<file path="src/rtl/seq_multiplier_32bit.sv">
// rtl/seq_multiplier_32bit.sv - iterative shift-and-add multiplier for MUL/MULH/MULHSU/MULHU
// Optional SEQ_MUL_EARLY_EXIT_EN: finish CALC once the remaining multiplier bits are zero.

module full_adder_32bit (
    input  logic [31:0] a,
    input  logic [31:0] b,
    input  logic        c_in,
    output logic [31:0] sum,
    output logic        c_out
);
    assign {c_out, sum} = {1'b0, a} + {1'b0, b} + {32'b0, c_in};
endmodule

module seq_multiplier_32bit #(
    parameter int XLEN  = 32,
    parameter int CNT_W = 6
) (
    input  logic            clk,
    input  logic            rst,
    input  logic            start,
    input  logic [1:0]      op,
    input  logic [XLEN-1:0] a,
    input  logic [XLEN-1:0] b,
    output logic            ready,
    output logic            busy,
    output logic            done,
    output logic [XLEN-1:0] result
);
    localparam logic [1:0] OP_MUL    = 2'b00;
    localparam logic [1:0] OP_MULH   = 2'b01;
    localparam logic [1:0] OP_MULHSU = 2'b10;

    typedef enum logic [1:0] {S_IDLE, S_CALC, S_FIX} state_t;

    state_t            state_q;
    logic [1:0]        op_q;
    logic [XLEN-1:0]   mcand_q;
    logic [XLEN-1:0]   acc_hi_q;
    logic [XLEN-1:0]   mplier_q;
    logic [CNT_W-1:0]  count_q;
    logic              neg_q;
    logic              ready_q;
    logic              busy_q;
    logic              done_q;
    logic [XLEN-1:0]   result_q;

    logic [XLEN-1:0]   add_b;
    logic [XLEN-1:0]   add_sum;
    logic              add_cout;

    logic              a_neg, b_neg;
    logic [XLEN-1:0]   a_abs_d, b_abs_d;
    logic [2*XLEN:0]   step_full;
    logic [CNT_W:0]    shamt;
    logic [2*XLEN-1:0] step_d;
    logic              last_step;
    logic [2*XLEN-1:0] prod;
    logic [2*XLEN-1:0] prod_d;

    assign add_b = mplier_q[0] ? mcand_q : '0;

    full_adder_32bit u_adder (
        .a     (acc_hi_q),
        .b     (add_b),
        .c_in  (1'b0),
        .sum   (add_sum),
        .c_out (add_cout)
    );

    always_comb begin
        a_neg   = (op == OP_MULH || op == OP_MULHSU) && a[XLEN-1];
        b_neg   = (op == OP_MULH) && b[XLEN-1];
        a_abs_d = a_neg ? (~a + 1'b1) : a;
        b_abs_d = b_neg ? (~b + 1'b1) : b;

        step_full = {add_cout, add_sum, mplier_q};
`ifdef SEQ_MUL_EARLY_EXIT_EN
        // No set bits left above bit 0: one wide shift covers every remaining step.
        if (mplier_q[XLEN-1:1] == '0) begin
            shamt     = (CNT_W+1)'(XLEN) - {1'b0, count_q};
            last_step = 1'b1;
        end else begin
            shamt     = (CNT_W+1)'(1);
            last_step = (count_q == CNT_W'(XLEN-1));
        end
`else
        shamt     = (CNT_W+1)'(1);
        last_step = (count_q == CNT_W'(XLEN-1));
`endif
        step_d = (2*XLEN)'(step_full >> shamt);

        prod   = {acc_hi_q, mplier_q};
        prod_d = neg_q ? (~prod + 1'b1) : prod;
    end

    always_ff @(posedge clk or posedge rst) begin
        if (rst) begin
            state_q  <= S_IDLE;
            op_q     <= '0;
            mcand_q  <= '0;
            acc_hi_q <= '0;
            mplier_q <= '0;
            count_q  <= '0;
            neg_q    <= 1'b0;
            ready_q  <= 1'b1;
            busy_q   <= 1'b0;
            done_q   <= 1'b0;
            result_q <= '0;
        end else begin
            done_q <= 1'b0;
            case (state_q)
                S_IDLE: begin
                    if (start) begin
                        op_q     <= op;
                        mcand_q  <= a_abs_d;
                        mplier_q <= b_abs_d;
                        acc_hi_q <= '0;
                        count_q  <= '0;
                        neg_q    <= a_neg ^ b_neg;
                        ready_q  <= 1'b0;
                        busy_q   <= 1'b1;
                        state_q  <= S_CALC;
                    end
                end
                S_CALC: begin
                    acc_hi_q <= step_d[2*XLEN-1:XLEN];
                    mplier_q <= step_d[XLEN-1:0];
                    count_q  <= count_q + 1'b1;
                    if (last_step) begin
                        state_q <= S_FIX;
                    end
                end
                S_FIX: begin
                    result_q <= (op_q == OP_MUL) ? prod_d[XLEN-1:0] : prod_d[2*XLEN-1:XLEN];
                    done_q   <= 1'b1;
                    ready_q  <= 1'b1;
                    busy_q   <= 1'b0;
                    state_q  <= S_IDLE;
                end
                default: begin
                    state_q <= S_IDLE;
                    ready_q <= 1'b1;
                    busy_q  <= 1'b0;
                end
            endcase
        end
    end

    assign ready  = ready_q;
    assign busy   = busy_q;
    assign done   = done_q;
    assign result = result_q;
endmodule

</file>
<file path="config.mk">
export PLATFORM = sky130hd
export DESIGN_NAME = seq_multiplier_32bit
export DESIGN_NICKNAME = d
export VERILOG_FILES = /design/src/rtl/seq_multiplier_32bit.sv
export SDC_FILE = /design/constraint.sdc
export NUM_CORES = 1
export LEC_CHECK = 0
export CAP_MARGIN = 20
export CORE_MARGIN = 8
export CORE_UTILIZATION = 57
export CTS_BUF_LIST = sky130_fd_sc_hd__clkbuf_4 sky130_fd_sc_hd__clkbuf_8
export DETAILED_ROUTE_END_ITERATION = 16
export PLACE_DENSITY = 0.84
export REMOVE_ABC_BUFFERS = 1
export SETUP_SLACK_MARGIN = 0.02
export SYNTH_ARGS = -nofsm -noshare
export SYNTH_HDL_FRONTEND = slang
export SYNTH_HIERARCHICAL = 1
export SYNTH_SLANG_ARGS = --single-unit
</file>
<file path="constraint.sdc">
create_clock -name clk -period 12.3 [get_ports clk]
set_input_delay 1.845 -clock clk [delete_from_list [all_inputs] [get_ports clk]]
set_output_delay 1.845 -clock clk [all_outputs]
set_load 0.005 [all_outputs]
</file>
Word level (Yosys, flattened, before mapping) --
Cells that the tools add are included.
Storage, ports and cells: word-level logic and storage cells 57, bits in registers 142
Operators by class: bitwise gates (word level) 5, add/subtract/negate cells 5, mux-type cells 19, equality and inequality tests 7, reduce and logical (&&, ||, !) cells 10
Operators with widths (number):
- 2-to-1 mux 32 bit | 6
- case mux 32 bit (2 select lines) | 2
- adder 32 x 1 -> 32 bit, second input constant | 2
- adder 64 x 1 -> 64 bit, second input constant | 1
- 2-to-1 mux 64 bit | 1
- inverter 32 bit | 2
- inverter 64 bit | 1
- adder 32 x 32 -> 33 bit | 1
- case mux 6 bit (2 select lines) | 1
- AND reduction 2 bit | 4
- adder 6 x 1 -> 6 bit, second input constant | 1
- == test 6 x 5 -> 1 bit, second input constant | 1
- 2-to-1 mux 6 bit | 1
- == test 2 x 1 -> 1 bit, second input constant | 2
- == test 2 bit, second input constant | 2
- logical NOT 2 bit | 2
- 2-to-1 mux 2 bit | 2
- inequality test 2 bit, second input constant | 2
- case mux 1 bit (2 select lines) | 2
- case mux 2 bit (2 select lines) | 1
- 2-to-1 mux 1 bit | 3
- logical AND 1 bit | 2
- nonzero test 2 bit | 1
- logical OR 1 bit | 1
- other kinds (2) | 2

Longest topological paths before layout --
Gate-level depths: netlist (run 1).
depth after elaboration 5, gate-level depth with buffers 13, mapped depth without buffers 11

By module --
The synthesis (run 1) kept the hierarchy.
By module, submodules not included:
- seq_multiplier_32bit | cells an instance 1021, area an instance 8871.0 µm², seq. area each 3554.7 µm², instances 1
- full_adder_32bit | cells an instance 259, area an instance 1854.3 µm², seq. area each 0.0 µm², instances 1

Worst setup path before layout (run 1) --
Ideal clock, no wire load.
kind input to register, from input a[1], to register mcand_q[25], path slack 8.584 ns, path buffers 0, cell stages on the path 6, arrival time 3.581 ns, setup time 0.134 ns, data required time 12.166 ns, path through or4_1 -> or3_1 -> nand3b_1 -> o41ai_1 -> xor2_1 -> o21ai_0
On the way: longest elaborated chain between the ends 3
RTL lines:
- start: declaration | RTL line 22 | input logic [XLEN-1:0] a,
- inverter 32 bit | RTL line 73 | a_abs_d = a_neg ? (~a + 1'b1) : a;
- adder 32 x 1 -> 32 bit | RTL line 73
- 2-to-1 mux 32 bit | RTL line 73
- end signal: assignment | RTL line 115 | mcand_q <= a_abs_d;
- end: declaration | RTL line 37 | logic [XLEN-1:0] mcand_q;
No other way between the ends. A chain may end at the register's enable or synchronous reset.

Worst setup path after layout (run 1) --
from input b[4], to register mplier_q[21]
On the way: longest elaborated chain between the ends 5
RTL lines:
- start: declaration | RTL line 23 | input logic [XLEN-1:0] b,
- inverter 32 bit | RTL line 74 | b_abs_d = b_neg ? (~b + 1'b1) : b;
- adder 32 x 1 -> 32 bit | RTL line 74
- 2-to-1 mux 32 bit | RTL line 74
- 2-to-1 mux 32 bit | RTL line 113 | if (start) begin
- case mux 32 bit (2 select lines) | RTL line 111 | case (state_q)
- end signal: assignment | RTL line 116 | mplier_q <= b_abs_d;
- end signal: assignment | RTL line 127 | mplier_q <= step_d[XLEN-1:0];
- end: declaration | RTL line 39 | logic [XLEN-1:0] mplier_q;
No other way between the ends. The select of a mux whose other input is x is not followed.

==> results.toml, run 1 <==
[floorplan]
die-area_sq_um = 23500
coreArea_sq_um = 18600
initial_utilization_pct = 57.7
die_h_microns = 153
fp.dieW_microns = 153
ios = 104
rows = 50

[critical_path]
cp_data_arrival_time_ns = 4.59
slowest_stage = "or4_1"
worstPathRequired_ns = 12.63
path_class = "primary input to register"
critPathMaxStageDelay_ns = 0.63
cp_max_fo = 6
path_cells = "clkdlybuf4s50_1, or4_1, nor4_2, nand2_1, o41ai_1, xor2_1, o21ai_1"
cp-end-kind = "register"
cp-start-kind = "primary input"

[pwr]
leakagePower_nw = 5.05
p_total_w = 0.00299
ir_drop_v = 0.000119
powerDensity_nw_per_um2 = 244

[synth]
yosysMostFrequentCell = "dfrtp_1"
synth_edf_count = 0
yosys.area_share.simple_pct = 21.5
yosys.area_share.adder_pct = 4.57
yosys_warnings = 6
netlist_top_cells_count = "dfrtp_1 (141), nand2_1 (129), o21ai_0 (110)"
ys_types = 85
yosysSeqAreaShare_pct = 33.1
async_reset_ff_share_pct = 100
synthFlopType = "dfrtp_1"
synth_top_area_share_pct = 32.9
ys_seq_elements = 142
netlist_area_sq_um = 10700
synth_top_family_by_area = "compound AO/OA/AOI/OAI gates"
synthTopCellsByArea = "dfrtp_1 (33%), xor2_1 (5.7%), o21ai_0 (5.1%)"
synth_xor_xnor_area_share_pct = 10.2
syn_area_per_cell_sq_um = 8.38
synth_compound_area_share_pct = 25.7
syn-instance-count = 1280
synthMuxAreaShare_pct = 1.15
yosys.area.top_type = "dfrtp_1"

[clock_network]
cts_tree = "yes"
clock_latency_ns = 0.47
clk_pin_slew_ns = 0.10
cts.repair.resized = 0
ctsHoldBuffers = 0
postCtsSetupBuffers = 0
clock_sinks = 142
cts.path.max_buffers = 2
root_buffer = "clkbuf_8"
cts_made_buffers = 17
cts.htree.levels = 4

[global_route]
grt_max_degree = 87
use_met2_pct = 42.7
grt-ovfl-total = 0
grt_pass1_vias = 9996
grt_antenna_before_repair = 0
grt_use_total_pct = 28.0
grt_first_pass_wirelength_mm = 53.4
use_met3_pct = 5.81
top_usage_layer = "met2"
use_met1_pct = 38.0

[route]
drc_errors = 0
post_drt_wl_per_cell_microns = 20.9
firstDrtPassIters = 6
num_vias = 10600
wirelength_mm = 33.1
antenna_left = 0
drt_iter0_drc = 1214
via_per_inst = 6.70

[place]
dpl-instance-area_sq_um = 11800
dpl.hpwl_mm = 24.4
io_buffers = 103
routabilityCongestion = 1.00

[job]
cap_viol_max_count = 0

[layout]
nNetsFinal = 1441
post_route_cells_drive_above_1_share_pct = 5.86
final_cell_area_sq_um = 12300
areaGrowthSynthToFinish_pct = 14.6
final_util_pct = 66.1
antenna_cells = 0

[sta]
slew_viol_final = 0
fin_crit_sh_pct = 34.6
rsz0062_at_grt = "false"
slew_headroom_pct = 22.2
setup-tns-final_ns = 0
worst_pin_slew_ns = 1.16
period_needed_ns = 4.25
skew_ns = 0.0170
hold_ws_ns = 0.478
fmaxAchievable_ghz = 0.235
setup_violations = 0
finalHoldViolations = 0

[outcome]
status = "completed"

[hold_path]
hold_path.class = "register to register"
[critical path, delay by kind of cell]
kind	cells	cell delay (ns)
AOI/OAI and AO/OA	2	0.57
buffers and inverters	1	0.47
and+or+nand+nor	3	1.47
xor gates and xnor gates	1	0.22
[layout by cell type (no fill, tap or decap), types with 5 or more instances in the layout]
cell type        Yosys  final
o21a_1               6      6
a211oi_1             8      8
and3_1              10     10
clkbuf_8             0     17
nand2b_1             7      7
mux2i_1              9      9
or2_2                7      7
o41ai_1             17     17
xnor2_1             55     55
inv_6                0      7
or3_1               29     29
ha_1                36     36
nand4_1             17     17
inv_1               18     17
buf_4                1     10
o21ai_0            110    110
nand3_1             32     31
clkdlybuf4s50_1      0    103
dfrtp_1            141    141
a22o_1              34     34
a21oi_1             68     68
and2_1              37     37
o31ai_1             33     33
xor2_1              70     70
o22ai_1             21     21
o211ai_1             6      6
nor3_1              37     37
a22oi_1             36     36
a21o_1              14     14
o21bai_1             5      5
a31oi_1              9      9
or4_1               13     13
nor2_1              82     81
nor4_1              15     15
nand2_1            129    129
o21ai_1             12     11
[cell type report]
cell class                 instances  area [sq um]
clock buffer                      17           234
clock inverter                    15           221
fill                            1597          6290
inverter                          21          83.8
multi-input combinational       1039          6800
sequential                       142          3550
tap                              234           293
timing repair buffer             113          1110
[through the flow]
step	instances	setup WS, ns
5_1_grt	1581	7.96
3_5_place_dp	1549	7.65
2_1_floorplan	1202	6.65
3_3_place_gp	1549	7.83
4_1_cts	1581	8.10
6_report	1581	8.05
[metal layers]
metal | wire length (microns) | share of wire (%) | up-vias
met2 | 14700 | 44 | 567
li1 | - | - | 4874
met5 | 0 | 0 | -
met3 | 3190 | 9.6 | 84
met1 | 14100 | 43 | 5065
met4 | 1080 | 3.3 | 0
[logic make-up (layout without fill, tap and decap cells)]
family / count (synthesis) / count (layout)
adders and majority gates: 38 / 38
muxes: 12 / 12
and+or+nand+nor: 448 / 448
DFF: 142 / 142
xor gates and xnor gates: 125 / 125
other: 1 / 1
buffers and inverters: 99 / 166
AOI/OAI and AO/OA: 415 / 415
[flip-flops by register name (all words and copies together) (netlist names)]
name      count
mplier_q     32
op_q          2
neg_q         1
acc_hi_q     32
done          1
mcand_q      32
busy          1
ready         1
state_q       2
count_q       6
result       32
[path summary, 6_finish.rpt]
path	startpoint	to	slack, ns	cells past startpoint
max in group asynchronous	rst	result[11]	9.16	3
worst min register to register	mcand_q[3]	mcand_q[3]	0.48	2
worst max register to register	mplier_q[0]	acc_hi_q[27]	8.31	12
worst min-delay path	mcand_q[3]	mcand_q[3]	0.48	2
min in group asynchronous	rst	count_q[1]	1.89	2
worst max-delay path	b[4]	mplier_q[21]	8.05	7
[power breakdown]
group / leakage, nW / total (W) / switching, W / internal [W]
Sequential: 1.79 / 0.000957 / 0.000301 / 0.000656
Clock: 0.230 / 0.000441 / 0.000212 / 0.000229
Combinational: 3.03 / 0.00160 / 0.000918 / 0.000678
Total: 5.05 / 0.00299 / 0.00143 / 0.00156
(Power assumes the default switching activity.)
==> run 2: changes to the inputs <==
==> constraint.sdc (replaced) <==
create_clock -name clk -period 4 [get_ports clk]
set_input_delay 0.6 -clock clk [delete_from_list [all_inputs] [get_ports clk]]
set_output_delay 0.6 -clock clk [all_outputs]
set_load 0.005 [all_outputs]
==> run 2 against run 1 <==
  * Via count grew 0.45%
  * Utilization grew 0.53 points
  * Worst hold slack lost 0.0015 ns
  * Cell count is 0.95% higher
  * Die area unchanged
  * Combinational power grew to 3.2 times the previous value
  * Power rose to 3.1 times the previous value
  * Non-clock buffer count up 15
==> results.toml, run 2 (synthesized netlist as in run 1, its figures left out) <==
[global_route]
grt_pass1_vias = 10100
grt-ovfl-total = 0
grt_antenna_before_repair = 1
grt_max_degree = 85
grt_use_total_pct = 28.2
grt_first_pass_wirelength_mm = 53.7

[sta]
fin_crit_sh_pct = 87.8
slew_headroom_pct = 37.3
slew_viol_final = 0
skew_ns = 0.0149
period_needed_ns = 3.51
setup_violations = 0
fmaxAchievable_ghz = 0.285
rsz0062_at_grt = "false"
finalHoldViolations = 0
worst_pin_slew_ns = 0.937
setup_ws_ns = 0.486

[clock_network]
root_buffer = "clkbuf_8"
cts.htree.levels = 4
ctsHoldBuffers = 0
cts_tree = "yes"
clock_latency_ns = 0.48
clock_sinks = 142
cts.path.max_buffers = 2
cts.repair.resized = 0
cts_made_buffers = 17
clk_pin_slew_ns = 0.10
postCtsSetupBuffers = 0

[critical_path]
worstPathRequired_ns = 4.37
ff2ff_setup_slack_ns = 0.49
critPathLaunch = "mplier_q[0]"
reg2reg_depth = 12
cp_data_arrival_time_ns = 3.88
cp_max_fo = 8
regToRegEndpoint = "acc_hi_q[27]"
path_class = "register to register"
r2r-start = "mplier_q[0]"
cp-end-kind = "register"
cp-start-kind = "register"

[layout]
post_route_cells_drive_above_1_share_pct = 6.90
nNetsFinal = 1456
layoutNonFillerInstCount = 1596
mostFrequentLayoutCells = "dfrtp_1 (141), nand2_1 (129), o21ai_0 (110), clkdlybuf4s50_1 (103), nor2_1 (81)"
final_util_pct = 66.7
areaGrowthSynthToFinish_pct = 15.5
layout_commonest_cell = "dfrtp_1"
antenna_cells = 0

[floorplan]
initial_utilization_pct = 57.7
die-area_sq_um = 23500
die_h_microns = 153
rows = 50
ios = 104
fp.dieW_microns = 153
coreArea_sq_um = 18600

[route]
drc_errors = 0
wirelength_mm = 33.4
firstDrtPassIters = 5
drt_iter0_drc = 1199
post_drt_wl_per_cell_microns = 20.9
via_per_inst = 6.67
num_vias = 10600
antenna_left = 0

[pwr]
powerDensity_nw_per_um2 = 748
leakagePower_nw = 5.12
ir_drop_v = 0.000403

[place]
io_buffers = 103
pre_cts_ws_ns = 0.598
placed_cells = 1563
dpl.hpwl_mm = 24.9
routabilityCongestion = 1.01

[hold_path]
hold_path.class = "register to register"
hold_end = "mcand_q[16]"
hold_depth = 2
min_from = "mcand_q[16]"

[job]
cap_viol_max_count = 0

[outcome]
status = "completed"
run 2: changes by cell type in the layout (fill, tap and decap cells not counted), sizes merged:
cell	delta
buf	+15
bufinv	-1
clkinv	-3
inv	+4
run 2: area by class of cell:
class | count | area, sq um
Clock buffer | 17 | 234
Clock inverter | 15 | 208
Fill cell | 1577 | 6190
Inverter | 21 | 83.8
Multi-Input combinational cell | 1039 | 6800
Sequential cell | 142 | 3550
Tap cell | 234 | 293
Timing Repair Buffer | 128 | 1220
run 2: power breakdown:
group	switching (W)	total (W)	internal [W]	leakage [nW]
combinational	0.00290	0.00504	0.00214	3.10
sequential	0.000885	0.00290	0.00202	1.79
clock	0.000682	0.00133	0.000652	0.227
total	0.00447	0.00927	0.00480	5.12
run 2: worst max-delay path by stage:
stage,endpoint,cells past startpoint
finish,acc_hi_q[27],12
global route,acc_hi_q[27],12
CTS,acc_hi_q[27],12
detailed placement,mplier_q[24],7
global placement,acc_hi_q[27],12
floorplan,acc_hi_q[0],1
run 2: through the flow:
stage                     cell area [sq um]  TNS [ns]  hold WS [ns]  power (W)
after floorplan                       10400    -57.52         0.442    0.00621
after global placement                11900         0         0.454    0.00762
after detailed placement              11900         0         0.462    0.00777
after CTS                             12400         0         0.481    0.00912
after global routing                  12400         0         0.498    0.00987
final                                 12400         0         0.477    0.00927
run 2: critical path, cell delays in order, from the launching register on:
cell and delay [ns]:
dfrtp_1 0.37, buf_4 0.17, and2_1 0.16, fa_1 0.46, fa_1 0.42, a21oi_1 0.26
o32ai_1 0.17, o211ai_2 0.34, a21o_1 0.23, o21ai_2 0.11, a2111oi_0 0.41, a311oi_1 0.09
a22o_1 0.21
run 2: layer usage:
layer	routed length, microns	global-route usage [%]
met5	9	0
met3	3500	7.41
met2	14500	41.6
met1	14100	38.2
met4	1290	12.0
==> run 3: changes to the inputs <==
--- a/config.mk
+++ b/config.mk
@@ -5,6 +5,7 @@
 export SDC_FILE = /design/constraint.sdc
 export NUM_CORES = 1
 export LEC_CHECK = 0
+export ABC_CLOCK_PERIOD_IN_PS = 4000
 export CAP_MARGIN = 20
 export CORE_MARGIN = 8
 export CORE_UTILIZATION = 57
==> results of run 3 <==
No change in the layout: final DEF, timing and power equal those of run 2.
